$ cat src/rtl/add_sub_issue_scheduler_if.sv
// Issue-port bundle: NUM_REQ reservation-station requesters, the staged slot toward the add/sub unit, credits.
// Optional ADD_SUB_SCHED_STATS_EN adds the issue_count/stall_count counters.
interface add_sub_issue_scheduler_if #(
  parameter int NUM_REQ      = 4,
  parameter int RS_ID_WIDTH  = 5,
  parameter int MAX_INFLIGHT = 4
);
  typedef struct packed {
    logic subtract;
    logic use_carry;
    logic invert_op1;
    logic set_overflow;
    logic record;
  } add_sub_decode_t;

  localparam int CNT_W = $clog2(MAX_INFLIGHT + 1);

  logic [NUM_REQ-1:0]     req_valid;
  logic [NUM_REQ-1:0]     req_ready;
  logic [RS_ID_WIDTH-1:0] req_rs_id       [NUM_REQ];
  logic [4:0]             req_result_addr [NUM_REQ];
  logic [31:0]            req_op1         [NUM_REQ];
  logic [31:0]            req_op2         [NUM_REQ];
  logic [NUM_REQ-1:0]     req_carry;
  add_sub_decode_t        req_control     [NUM_REQ];
  logic                   flush;

  logic                   unit_valid;
  logic                   unit_ready;
  logic [RS_ID_WIDTH-1:0] unit_rs_id;
  logic [4:0]             unit_result_addr;
  logic [31:0]            unit_op1;
  logic [31:0]            unit_op2;
  logic                   unit_carry;
  add_sub_decode_t        unit_control;
  logic                   retire;
  logic [CNT_W-1:0]       inflight_cnt;
`ifdef ADD_SUB_SCHED_STATS_EN
  logic [31:0]            issue_count;
  logic [31:0]            stall_count;
`endif

  modport master (
    input  req_valid, req_rs_id, req_result_addr, req_op1, req_op2, req_carry, req_control,
    input  flush, unit_ready, retire,
    output req_ready, unit_valid, unit_rs_id, unit_result_addr, unit_op1, unit_op2,
    output unit_carry, unit_control, inflight_cnt
`ifdef ADD_SUB_SCHED_STATS_EN
    , output issue_count, stall_count
`endif
  );

  modport slave (
    output req_valid, req_rs_id, req_result_addr, req_op1, req_op2, req_carry, req_control,
    output flush, unit_ready, retire,
    input  req_ready, unit_valid, unit_rs_id, unit_result_addr, unit_op1, unit_op2,
    input  unit_carry, unit_control, inflight_cnt
`ifdef ADD_SUB_SCHED_STATS_EN
    , input issue_count, stall_count
`endif
  );
endinterface

$ cat src/rtl/add_sub_issue_scheduler.sv
// Round-robin credit-limited issue scheduler for the add/sub unit; accepted op appears on unit_* one cycle later.
// Slot holds while unit_ready=0 (no acks); ADD_SUB_SCHED_STATS_EN enables issue/stall counters.
module add_sub_issue_scheduler #(
  parameter int NUM_REQ      = 4,
  parameter int RS_ID_WIDTH  = 5,
  parameter int MAX_INFLIGHT = 4
) (
  input logic                      clk,
  input logic                      rst,
  add_sub_issue_scheduler_if.master bus
);
  localparam int PW = $clog2(NUM_REQ);
  localparam int CW = $clog2(MAX_INFLIGHT + 1);

  logic [PW-1:0] rr_ptr;
  logic [PW-1:0] win_idx;
  logic [PW-1:0] scan_idx;
  logic          win_found;
  logic          slot_free;
  logic          credit_ok;
  logic          accept;
  logic          handshake;
  logic          slot_drop;
  logic          retire_ok;
  logic [CW:0]   cnt_up;
  logic [CW:0]   cnt_dn;
  logic [CW-1:0] cnt_next;

  assign slot_free = ~bus.unit_valid | bus.unit_ready;
  assign credit_ok = bus.inflight_cnt < CW'(MAX_INFLIGHT);
  assign handshake = bus.unit_valid & bus.unit_ready;
  assign accept    = ~rst & slot_free & credit_ok & ~bus.flush & win_found;
  // A flushed op that never handshook gives its credit back.
  assign slot_drop = bus.flush & bus.unit_valid & ~bus.unit_ready;
  assign retire_ok = bus.retire & (bus.inflight_cnt != '0);

  always_comb begin
    win_found = 1'b0;
    win_idx   = '0;
    scan_idx  = '0;
    for (int k = 0; k < NUM_REQ; k++) begin
      scan_idx = PW'((int'(rr_ptr) + k) % NUM_REQ);
      if (!win_found && bus.req_valid[scan_idx]) begin
        win_found = 1'b1;
        win_idx   = scan_idx;
      end
    end
  end

  always_comb begin
    bus.req_ready = '0;
    if (accept) bus.req_ready[win_idx] = 1'b1;
  end

  assign cnt_up   = {1'b0, bus.inflight_cnt} + (CW+1)'(accept);
  assign cnt_dn   = (CW+1)'(retire_ok) + (CW+1)'(slot_drop);
  assign cnt_next = (cnt_up > cnt_dn) ? CW'(cnt_up - cnt_dn) : '0;

  always_ff @(posedge clk) begin
    if (rst) begin
      rr_ptr               <= '0;
      bus.unit_valid       <= 1'b0;
      bus.unit_rs_id       <= '0;
      bus.unit_result_addr <= '0;
      bus.unit_op1         <= '0;
      bus.unit_op2         <= '0;
      bus.unit_carry       <= 1'b0;
      bus.unit_control     <= '0;
      bus.inflight_cnt     <= '0;
`ifdef ADD_SUB_SCHED_STATS_EN
      bus.issue_count      <= '0;
      bus.stall_count      <= '0;
`endif
    end else begin
      assert (!(bus.retire && bus.inflight_cnt == '0));
      if (accept) begin
        bus.unit_valid       <= 1'b1;
        bus.unit_rs_id       <= bus.req_rs_id[win_idx];
        bus.unit_result_addr <= bus.req_result_addr[win_idx];
        bus.unit_op1         <= bus.req_op1[win_idx];
        bus.unit_op2         <= bus.req_op2[win_idx];
        bus.unit_carry       <= bus.req_carry[win_idx];
        bus.unit_control     <= bus.req_control[win_idx];
        rr_ptr               <= (win_idx == PW'(NUM_REQ - 1)) ? '0 : win_idx + 1'b1;
      end else if (bus.flush || handshake) begin
        bus.unit_valid <= 1'b0;
      end
      bus.inflight_cnt <= cnt_next;
`ifdef ADD_SUB_SCHED_STATS_EN
      bus.issue_count <= bus.issue_count + 32'(handshake);
      bus.stall_count <= bus.stall_count + 32'((|bus.req_valid) & ~accept);
`endif
    end
  end
endmodule

$ cat src/flat_wrapper.sv
// flat-port wrapper written by rule: the top's interface ports become plain ports
module add_sub_issue_scheduler_flat 
#(
  parameter int NUM_REQ      = 4,
  parameter int RS_ID_WIDTH  = 5,
  parameter int MAX_INFLIGHT = 4
)
  (clk, rst, bus_req_valid, bus_req_rs_id, bus_req_result_addr, bus_req_op1, bus_req_op2, bus_req_carry, bus_req_control, bus_flush, bus_unit_ready, bus_retire, bus_req_ready, bus_unit_valid, bus_unit_rs_id, bus_unit_result_addr, bus_unit_op1, bus_unit_op2, bus_unit_carry, bus_unit_control, bus_inflight_cnt);
  add_sub_issue_scheduler_if #(.NUM_REQ(NUM_REQ), .RS_ID_WIDTH(RS_ID_WIDTH), .MAX_INFLIGHT(MAX_INFLIGHT)) bus_i ();
  input logic clk;
  input logic rst;
  input wire logic [$bits(bus_i.req_valid)-1:0] bus_req_valid;
  input wire logic [$bits(bus_i.req_rs_id)-1:0] bus_req_rs_id;
  input wire logic [$bits(bus_i.req_result_addr)-1:0] bus_req_result_addr;
  input wire logic [$bits(bus_i.req_op1)-1:0] bus_req_op1;
  input wire logic [$bits(bus_i.req_op2)-1:0] bus_req_op2;
  input wire logic [$bits(bus_i.req_carry)-1:0] bus_req_carry;
  input wire logic [$bits(bus_i.req_control)-1:0] bus_req_control;
  input wire logic [$bits(bus_i.flush)-1:0] bus_flush;
  input wire logic [$bits(bus_i.unit_ready)-1:0] bus_unit_ready;
  input wire logic [$bits(bus_i.retire)-1:0] bus_retire;
  output wire logic [$bits(bus_i.req_ready)-1:0] bus_req_ready;
  output wire logic [$bits(bus_i.unit_valid)-1:0] bus_unit_valid;
  output wire logic [$bits(bus_i.unit_rs_id)-1:0] bus_unit_rs_id;
  output wire logic [$bits(bus_i.unit_result_addr)-1:0] bus_unit_result_addr;
  output wire logic [$bits(bus_i.unit_op1)-1:0] bus_unit_op1;
  output wire logic [$bits(bus_i.unit_op2)-1:0] bus_unit_op2;
  output wire logic [$bits(bus_i.unit_carry)-1:0] bus_unit_carry;
  output wire logic [$bits(bus_i.unit_control)-1:0] bus_unit_control;
  output wire logic [$bits(bus_i.inflight_cnt)-1:0] bus_inflight_cnt;
  assign bus_i.req_valid = bus_req_valid;
  assign bus_i.req_rs_id = {>>{bus_req_rs_id}};
  assign bus_i.req_result_addr = {>>{bus_req_result_addr}};
  assign bus_i.req_op1 = {>>{bus_req_op1}};
  assign bus_i.req_op2 = {>>{bus_req_op2}};
  assign bus_i.req_carry = bus_req_carry;
  assign bus_i.req_control = {>>{bus_req_control}};
  assign bus_i.flush = bus_flush;
  assign bus_i.unit_ready = bus_unit_ready;
  assign bus_i.retire = bus_retire;
  assign bus_req_ready = bus_i.req_ready;
  assign bus_unit_valid = bus_i.unit_valid;
  assign bus_unit_rs_id = bus_i.unit_rs_id;
  assign bus_unit_result_addr = bus_i.unit_result_addr;
  assign bus_unit_op1 = bus_i.unit_op1;
  assign bus_unit_op2 = bus_i.unit_op2;
  assign bus_unit_carry = bus_i.unit_carry;
  assign bus_unit_control = bus_i.unit_control;
  assign bus_inflight_cnt = bus_i.inflight_cnt;
  add_sub_issue_scheduler #(.NUM_REQ(NUM_REQ), .RS_ID_WIDTH(RS_ID_WIDTH), .MAX_INFLIGHT(MAX_INFLIGHT)) u_core (.clk(clk), .rst(rst), .bus(bus_i));
endmodule
$ cat config.mk
export PLATFORM = sky130hd
export DESIGN_NAME = add_sub_issue_scheduler_flat
export DESIGN_NICKNAME = d
export VERILOG_FILES = /design/src/rtl/add_sub_issue_scheduler_if.sv /design/src/rtl/add_sub_issue_scheduler.sv /design/src/flat_wrapper.sv
export SDC_FILE = /design/constraint.sdc
export NUM_CORES = 1
export LEC_CHECK = 0
export ABC_AREA = 1
export BUFFER_PORTS_ARGS = -buffer_cell sky130_fd_sc_hd__buf_4
export CAP_MARGIN = 25
export CORE_AREA = 10 10 155 157
export DETAILED_ROUTE_END_ITERATION = 10
export DIE_AREA = 0 0 165 167
export PLACE_DENSITY_LB_ADDON = 0.08
export SLEW_MARGIN = 20
export SYNTH_ARGS = -nofsm -noshare
export SYNTH_HDL_FRONTEND = slang
export SYNTH_SLANG_ARGS = --single-unit
$ cat constraint.sdc
create_clock -name clk -period 2.65 [get_ports clk]
set_input_delay 0.265 -clock clk [delete_from_list [all_inputs] [get_ports clk]]
set_output_delay 0.265 -clock clk [all_outputs]
set_load 0.03 [all_outputs]
# [Word-level counts from Yosys, hierarchy flattened]
# Cells that the tools add are included.
[totals] out_inout_bits=88 input_bits=329 word_cells=95 regBits=86
[op_classes] bitwise=15 reduce_logical=11 eq_ne=1 addsub=7 n_lt_le_gt_ge=9 mux=39
[op_table] operator="binary-select mux 32 bit (select 2 bit)" n=2
[op_table] operator="two-way mux 32 bit" n=4
[op_table] operator="binary-select mux 5 bit (select 2 bit)" n=3
[op_table] operator="two-way mux 5 bit" n=6
[op_table] operator="less-than comparator 2 x 3 -> 1 bit (second input constant)" n=5
[op_table] operator="two-way mux 1 bit" n=12
[op_table] operator="binary-select mux 1 bit (select 2 bit)" n=5
[op_table] operator="two-way mux 2 bit" n=5
[op_table] operator="bitwise AND 1 bit" n=8
[op_table] operator="NOT 1 bit" n=5
[op_table] operator="adder 2 x 1 -> 2 bit (second input constant)" n=2
[op_table] operator="adder 2 bit (second input constant)" n=2
[op_table] operator="adder 3 x 1 -> 4 bit" n=1
[op_table] operator="> comparator 4 x 2 -> 1 bit" n=1
[op_table] operator="logical AND 1 bit" n=4
[op_table] operator="two-way mux 4 bit" n=1
[op_table] operator=">= comparator 3 bit (second input constant)" n=1
[op_table] operator="zero test 1 bit" n=3
[op_table] operator="less-than comparator 3 bit (second input constant)" n=1
[op_table] operator="NOT 2 -> 3 bit" n=1
[op_table] operator="nonzero test 3 bit" n=1
[op_table] operator="subtractor 3 bit" n=1
[op_table] operator="adder 1 x 1 -> 2 bit" n=1
[op_table] operator="demux 1 bit (select 2 bit)" n=1
[op_table] operator="6 further kinds" n=6

# [Logic depth before layout (Yosys ltp)]
# Gate-level depths: netlist of run 1.
[logic_depth] word_depth=17 mapped_depth=18

# [Worst setup path before layout of run 1]
# OpenSTA, ideal clock, no wires.
[synth_timing] path_kind="flip-flop to flip-flop" start="register u_core.rr_ptr[0]" end="register u_core.bus.inflight_cnt[0]" slack_ns=-0.163 stages_incl_launch_ff=18 setup_time_ns=0.065 synth_period_minus_slack_ns=2.813 t_arrival_ns=2.749 required_ns=2.585 cell_sequence="dfxtp_1 buf_4 nand2_1 nand3_1 nand2_1 nor2_4 nand3b_1 nand2_2 inv_1 buf_2 buf_2 ha_1 ha_1 inv_1 fa_1 a21oi_1 o21bai_1 nor2_1"
[synth_between] elab_chain_cells=17
[synth_lines] item="start: declaration" line_no="add_sub_issue_scheduler.sv:15" rtl="logic [PW-1:0] rr_ptr;"
[synth_lines] item="start signal: assignment" line_no="add_sub_issue_scheduler.sv:84" rtl="rr_ptr <= (win_idx == PW'(NUM_REQ - 1)) ? '0 : win_idx + 1'b1;"
[synth_lines] item="branches (longest 11 deep; another with adder 2 x 1 -> 2 bit)"
[synth_lines] item="two-way mux 1 bit *" line_no="add_sub_issue_scheduler.sv:43" rtl="if (!win_found && bus.req_valid[scan_idx]) begin"
[synth_lines] item="bitwise AND 1 bit *" line_no="add_sub_issue_scheduler.sv:32" rtl="assign accept = ~rst & slot_free & credit_ok & ~bus.flush & win_found;"
[synth_lines] item="net u_core.accept" line_no="add_sub_issue_scheduler.sv:21" rtl="logic accept;"
[synth_lines] item="adder 3 x 1 -> 4 bit *" line_no="add_sub_issue_scheduler.sv:55" rtl="assign cnt_up = {1'b0, bus.inflight_cnt} + (CW+1)'(accept);"
[synth_lines] item="> comparator 4 x 2 -> 1 bit" line_no="add_sub_issue_scheduler.sv:57" rtl="assign cnt_next = (cnt_up > cnt_dn) ? CW'(cnt_up - cnt_dn) : '0;"
[synth_lines] item="NOT 1 bit (no line)"
[synth_lines] item="OR reduction 2 bit (no line)"
[synth_lines] item="end signal: assignment" line_no="add_sub_issue_scheduler.sv:88" rtl="bus.inflight_cnt <= cnt_next;"
[synth_lines] item="end: declaration" line_no="add_sub_issue_scheduler_if.sv:47" rtl="output unit_carry, unit_control, inflight_cnt"
# Mark *: on every way through the listed nets, which the timed path passes. The select of a mux whose other input is x is not followed.
# A chain may end at the register's enable or synchronous reset.

# [Worst setup path in the final report of run 1]
[layout_timing] start="register u_core.rr_ptr[0]" end="register u_core.bus.inflight_cnt[2]"
[layout_between] elab_chain_cells=17
[layout_lines] item="branches (longest 11 deep; another with adder 2 x 1 -> 2 bit)"
[layout_lines] item="two-way mux 1 bit *" line_no="add_sub_issue_scheduler.sv:43"
[layout_lines] item="bitwise AND 1 bit *" line_no="add_sub_issue_scheduler.sv:32"
[layout_lines] item="adder 3 x 1 -> 4 bit *" line_no="add_sub_issue_scheduler.sv:55"
[layout_lines] item="> comparator 4 x 2 -> 1 bit" line_no="add_sub_issue_scheduler.sv:57"
[layout_lines] item="NOT 1 bit (no line)"
[layout_lines] item="OR reduction 2 bit (no line)"
# Every way passes the cells marked *. The select of a mux whose other input is x is not followed.

==> reports/summary.txt, run 1 <==
status -> finished, final reports clean
Hold Slack -> 203 ps
worst setup path category -> register to register
period utilization -> 0.951
Hold Crit Class -> primary input to register
FILL cells -> 2197
Post-Route WL -> 32700 um
largest net degree at the start of global routing -> 164
Clock Sink Count -> 86
initial core utilization -> 0.369
CTS tree -> yes
minimum clock period -> 2520 ps
port buffer count -> 416
slowest CP cell -> fa_2
Area Overhead vs Synth -> 48.5%
Critical Path End Type -> register
MaxCap Viol Count -> 0
post-DP HPWL -> 24200 um
post-synth top area share -> 0.224
Tightest Pin Transition -> 1010 ps
final setup fails -> 0
Mapped Area -> 0.00767 mm^2
cts bufs inserted -> 9
post-synth cell types -> 29
critical-path cell list -> buf_4 -> nand2_1 -> nand3_1 -> nand2_2 -> nor2_4 -> nand3b_1 -> nand2_2 -> inv_4 -> ha_2 -> inv_1 -> ha_2 -> fa_2 -> a21oi_2 -> o21bai_2 -> nor2_1
die span in y -> 167 um
Max Buffers Root-to-Sink -> 2
Ys Warns -> 0
peak supply drop -> 0.382 mV
post-synth net total -> 1746
Syn Inst Count -> 1407
CTS Hold Bufs -> 0
global route overflow -> 0
leakage power -> 6.90 nW
worst-path fanout max -> 5
Synth area leaders -> dfxtp_1 22%, nand3_1 21%, inv_1 17%, nand2_1 13%, nor2_1 8.4%
die area -> 0.0276 mm^2
WP data required -> 2930 ps
WP buf/inv -> 3
clock root buffer -> clkbuf_16
Row Count -> 53
vias in the first global route -> 9027
Routed Antenna Nets -> 0
share of layout cells above drive strength 1 -> 0.274
Seq/Total Area, Yosys -> 0.224
startpoint types -> register
wire per inst -> 16.0 um
CP max stage delay -> 410 ps
initial DRC count -> 788
die extent in x -> 165 um
Final Max Slew Viols -> 0
slew margin rel. -> 0.329
core area -> 0.0208 mm^2
Peak Freq -> 0.397 GHz
later-pin clock latency in the skew report -> 350 ps
First-pass DRT Iterations -> 5
ant diodes -> 0
final net count -> 2103
Critical Path AT -> 2800 ps
Avg Inst Size Synth -> 5.45 um^2
flops & latches, synth -> 86
initial antenna violation count -> 0
Hold Vio Cnt, Final -> 0
CTS clk-pin slew, worst paths -> 70 ps
RD Place Congestion -> 0.865
vias per cell -> 4.68
Design Power -> 7.55 mW
vias -> 9564
GRT Total Usage -> 0.220
Cell Pwr Density -> 662 mW/mm^2
H-Tree Depth -> 3
Post-route DRC -> 0
cell taking the most area after synthesis -> dfxtp_1
first-pass GRT wire length -> 48800 um
# IOs -> 417
largest delay contributor family on the critical path -> adder cells
Worst Skew -> 8.10 ps
-- cell usage in the layout, fill, tap and decap left out, drive strengths merged --
cell type and n:
nand4 1, a21oi 4, nor4 1, o31a 1
inv 340, buf 440, nor3 1, xnor2 1
nand3b 81, bufinv 3, ha 9, fa 1
xor2 1, o21ai 1, o21bai 1, a211oi 1
a31oi 1, nand2 281, nand3 328, clkinv 4
clkbuf 10, dfxtp 86, nor2 172
-- final cells by class --
| class | instances | area [um^2] | share of cell area |
|---|---|---|---|
| Clock inverter | 6 | 109 | 0.00955 |
| Inverter | 341 | 1290 | 0.114 |
| Timing Repair Buffer | 440 | 3390 | 0.297 |
| Sequential cell | 86 | 1730 | 0.151 |
| Clock buffer | 10 | 239 | 0.0210 |
| Tap cell | 275 | 344 | 0.0302 |
| Multi-Input combinational cell | 886 | 4300 | 0.377 |
-- state kept, by name (all words and copies together), names as in the netlist --
register                     flops
u_core.bus.inflight_cnt          3
u_core.bus.unit_carry            1
u_core.bus.unit_control          5
u_core.bus.unit_op1             32
u_core.bus.unit_op2             32
u_core.bus.unit_result_addr      5
u_core.bus.unit_rs_id            5
u_core.bus.unit_valid            1
u_core.rr_ptr                    2
-- path summary, 6_finish.rpt --
kind | cells after the start | slack (ps) | startpoint | endpoint
worst min-delay path | 4 | 200 | bus_unit_ready | u_core.bus.unit_valid
worst max register to register | 15 | 130 | u_core.rr_ptr[0] | u_core.bus.inflight_cnt[2]
worst max-delay path | 15 | 130 | u_core.rr_ptr[0] | u_core.bus.inflight_cnt[2]
worst min register to register | 2 | 560 | u_core.rr_ptr[1] | u_core.rr_ptr[1]
-- layer usage --
layer | global-route usage | vias up | wire, um
met5 | 0 | - | 0
met4 | 0.0898 | 0 | 1120
met3 | 0.0742 | 50 | 3060
met2 | 0.377 | 356 | 15900
met1 | 0.241 | 4213 | 12600
li1 | - | 4945 | -
-- synth_stat cells --
cell	n
ha_1	9
nor4_1	1
xnor2_1	1
nand3b_1	81
xor2_1	1
nand4_1	1
a31oi_1	1
inv_2	3
buf_1	13
nor3_1	1
clkbuf_1	23
nand3_2	1
a211oi_1	1
nor2_4	1
o21ai_1	1
o31a_1	1
nor2_1	171
buf_4	12
nand2_1	274
o21bai_1	1
a21oi_1	4
nand2_2	4
inv_1	338
nand3_1	327
buf_2	46
dfxtp_1	86
nand2_4	2
buf_6	1
fa_1	1
-- through the flow --
step	util	cell area [um^2]	cells	setup WS [ps]	setup TNS, ps
3_5_place_dp	0.525	10900	2020	85.7	0
5_1_grt	0.548	11400	2044	-28.3	-72.1
3_3_place_gp	0.525	10900	2020	137	0
2_1_floorplan	-	7690	1407	19.8	0
6_report	0.548	11400	2044	131	0
4_1_cts	0.542	11300	2036	2.18	0
-- what timing repair did --
item                                    CTS  global route
buffers inserted                          0             7
endpoints found under the setup margin    4             7
cloned                                    0             1
pin swaps                                 0             8
gates resized for setup                   5            14
-- cells by family after synthesis --
group | Yosys count | share of synthesized area
xor+xnor | 2 | 0.00228
flops | 86 | 0.224
simple gates | 864 | 0.521
compound gates | 9 | 0.00717
fa+ha+maj | 10 | 0.0173
buf+inv | 436 | 0.228
-- worst min-delay path: stages --
cell     delay [ps]
buf_4            90
nor2_1           40
nand2_1          50
a21oi_1          60
-- report_power, final --
group          switching (mW)  internal, mW  total (mW)
Sequential             0.0934          1.46        1.55
Clock                   0.550         0.946        1.50
Combinational            2.83          1.67        4.50
Total                    3.47          4.07        7.55
No activity file was read; power rests on OpenSTA's default activity.
==> run 2, diff against run 1 <==
--- a/config.mk
+++ b/config.mk
@@ -6,13 +6,14 @@
 export NUM_CORES = 1
 export LEC_CHECK = 0
 export ABC_AREA = 1
-export BUFFER_PORTS_ARGS = -buffer_cell sky130_fd_sc_hd__buf_4
 export CAP_MARGIN = 25
-export CORE_AREA = 10 10 155 157
+export CORE_AREA = 10 10 153 155
 export DETAILED_ROUTE_END_ITERATION = 10
-export DIE_AREA = 0 0 165 167
+export DIE_AREA = 0 0 163 165
+export DONT_BUFFER_PORTS = 1
 export PLACE_DENSITY_LB_ADDON = 0.08
 export SLEW_MARGIN = 20
 export SYNTH_ARGS = -nofsm -noshare
 export SYNTH_HDL_FRONTEND = slang
 export SYNTH_SLANG_ARGS = --single-unit
+export TNS_END_PERCENT = 5
==> run 2 against run 1 <==
Worst hold slack worse by 130 ps. First-iteration DRC count shrank 8.1%. Worst setup slack better by 22 ps. Clock skew decreased by 3.8 ps. Flip-flop and latch count stayed put. Cell count decreased by 20%. Critical path depth down 2. Clock power hardly changed. Global-route usage decreased by 1.3 points. Routed wire length is 7.3% lower. Register-to-register slack gained 40 ps. Utilization decreased by 13 points.
==> reports/summary.txt, run 2 (synthesized netlist as in run 1, its figures left out) <==
status -> finished, final reports clean
later-pin clock latency in the skew report -> 350 ps (about the same)
final setup fails -> 0 (unchanged)
Peak Freq -> 0.400 GHz (+0.88%)
initial core utilization -> 0.381 (+0.0119)
Routed Antenna Nets -> 0 (unchanged)
Area Overhead vs Synth -> 10.4%
slowest CP cell -> dfxtp_4
Worst Skew -> 4.31 ps (-3.79 ps)
WP data required -> 2380 ps (-550 ps)
largest registers -> u_core.bus.unit_op1 (32), u_core.bus.unit_op2 (32)
initial DRC count -> 724 (-8.1%)
fin area -> 0.00847 mm^2 (-26%)
most frequent CP cell -> nand2_1
vias -> 8169 (-15%)
CP max stage delay -> 370 ps (-40 ps)
GRT Total Usage -> 0.207 (-0.0129)
Post-route DRC -> 0 (unchanged)
clock root buffer -> clkbuf_16
Post-Route WL -> 30300 um (-7.3%)
Tightest Pin Transition -> 816 ps (-190 ps)
critical-path cell list -> buf_4 -> nand2_1 -> nand2_1 -> nand2_1 -> nand2_1 -> a21oi_2 -> nand2_8 -> nand2_8 -> inv_1 -> ha_1 -> inv_1 -> nor2_1 -> buf_4
RD Place Congestion -> 0.881 (+1.9%)
startpoint types -> register
dpl cell area -> 0.00791 mm^2 (-28%)
slew margin rel. -> 0.456 (+0.127)
CTS tree -> yes
vias in the first global route -> 7692 (-15%)
Clock Sink Count -> 86 (unchanged)
First-pass DRT Iterations -> 5 (unchanged)
Final Max Slew Viols -> 0 (unchanged)
CTS clk-pin slew, worst paths -> 60 ps (about the same)
most common cell after layout, fill and taps aside -> inv_1
period utilization -> 0.942 (-0.00832)
Row Count -> 52 (-1.9%)
Critical Path AT -> 2230 ps (-570 ps)
first-pass GRT wire length -> 44000 um (-9.8%)
initial antenna violation count -> 3 (+3)
Max Buffers Root-to-Sink -> 2 (unchanged)
# IOs -> 417 (unchanged)
flop2flop setup slack -> 170 ps (+40 ps)
die extent in x -> 163 um (-1.2%)
cts bufs inserted -> 9 (unchanged)
share of layout cells above drive strength 1 -> 0.0570 (-0.217)
global route overflow -> 0 (unchanged)
largest delay contributor family on the critical path -> simple AND/OR/NAND/NOR gates
Hold Crit Class -> primary input to register
final net count -> 1702 (-19%)
Critical Path End Type -> primary output
leakage power -> 4.99 nW (-28%)
port buffer count -> 0 (-100%)
wire per inst -> 18.4 um (+15%)
peak supply drop -> 0.530 mV (+39%)
WP buf/inv -> 4 (+1)
setup TNS -> 0 ps (unchanged)
die span in y -> 165 um (-1.2%)
vias per cell -> 4.98 (+6.3%)
Hold Vio Cnt, Final -> 0 (unchanged)
MaxCap Viol Count -> 0 (unchanged)
minimum clock period -> 2500 ps (-22.1 ps)
largest net degree at the start of global routing -> 164 (unchanged)
most frequent cells in the layout -> 337 x inv_1, 325 x nand3_1, 272 x nand2_1
die area -> 0.0269 mm^2 (-2.4%)
H-Tree Depth -> 3 (unchanged)
core area -> 0.0202 mm^2 (-3.1%)
worst setup path category -> register to primary output
post-DP HPWL -> 22100 um (-8.6%)
Cell Pwr Density -> 848 mW/mm^2 (+28%)
worst-path fanout max -> 11 (+6)
run 2: changes by cell type in the layout (fill, tap and decap cells not counted), sizes merged:
cell         delta
bufbuf          +2
buf           -404
inv             +1
dlygate4sd3     +1
diode           +4
clkinv          -1
run 2: final cells by class:
| class | count | area (um^2) |
|---|---|---|
| fillers | 2307 | 11700 |
| multi-input cells | 886 | 4290 |
| flip-flops and latches | 86 | 1730 |
| inverters | 341 | 1290 |
| repair buffers | 39 | 465 |
| well taps | 270 | 338 |
| clock buffers | 10 | 239 |
| clock inverters | 6 | 109 |
| diodes | 4 | 10.0 |
run 2: power by group:
group | internal (mW) | switching, mW
Clock | 0.945 | 0.537
Combinational | 1.36 | 2.40
Sequential | 1.46 | 0.476
run 2: layer usage:
layer / track usage / wire length (um) / vias to the layer above
met2: 0.350 / 14800 / 306
met1: 0.237 / 12000 / 3679
met5: 0 / 0 / -
met3: 0.0744 / 2780 / 30
li1: - / - / 4154
met4: 0.0730 / 675 / 0
run 2: path summary, 6_finish.rpt:
path / from / to / depth (start not counted)
worst max-delay path: u_core.rr_ptr[0] / bus_req_ready[3] / 13
worst max register to register: u_core.rr_ptr[0] / u_core.bus.inflight_cnt[2] / 16
worst min-delay path: rst / u_core.bus.unit_control[1] / 3
worst min register to register: u_core.rr_ptr[1] / u_core.rr_ptr[1] / 2
run 2: worst min-delay path, cell delays in order:
cell and delay, ps:
nor2_1 30, nand2_1 50, inv_1 30
run 2: per-stage QoR:
step                      setup slack (ps)  hold WS (ps)  std cells   util  total power, mW
final                                  153          69.4       1642  0.420             7.18
after global routing                 -12.9          71.1       1640  0.420             7.78
after CTS                             33.7          67.4       1630  0.414             7.15
after detailed placement              43.7           354       1611  0.392             5.44
after global placement                58.3           356       1611  0.392             5.46
after floorplan                       19.8           446       1407      -             4.60
run 2: what timing repair did:
item,4_1_cts,5_1_grt
setup endpoints to repair,4,7
cloned,2,1
pin swaps,0,6
gates resized for setup,6,12
hold endpoints to repair,3,0
hold buffers,1,0
setup buffers,0,7
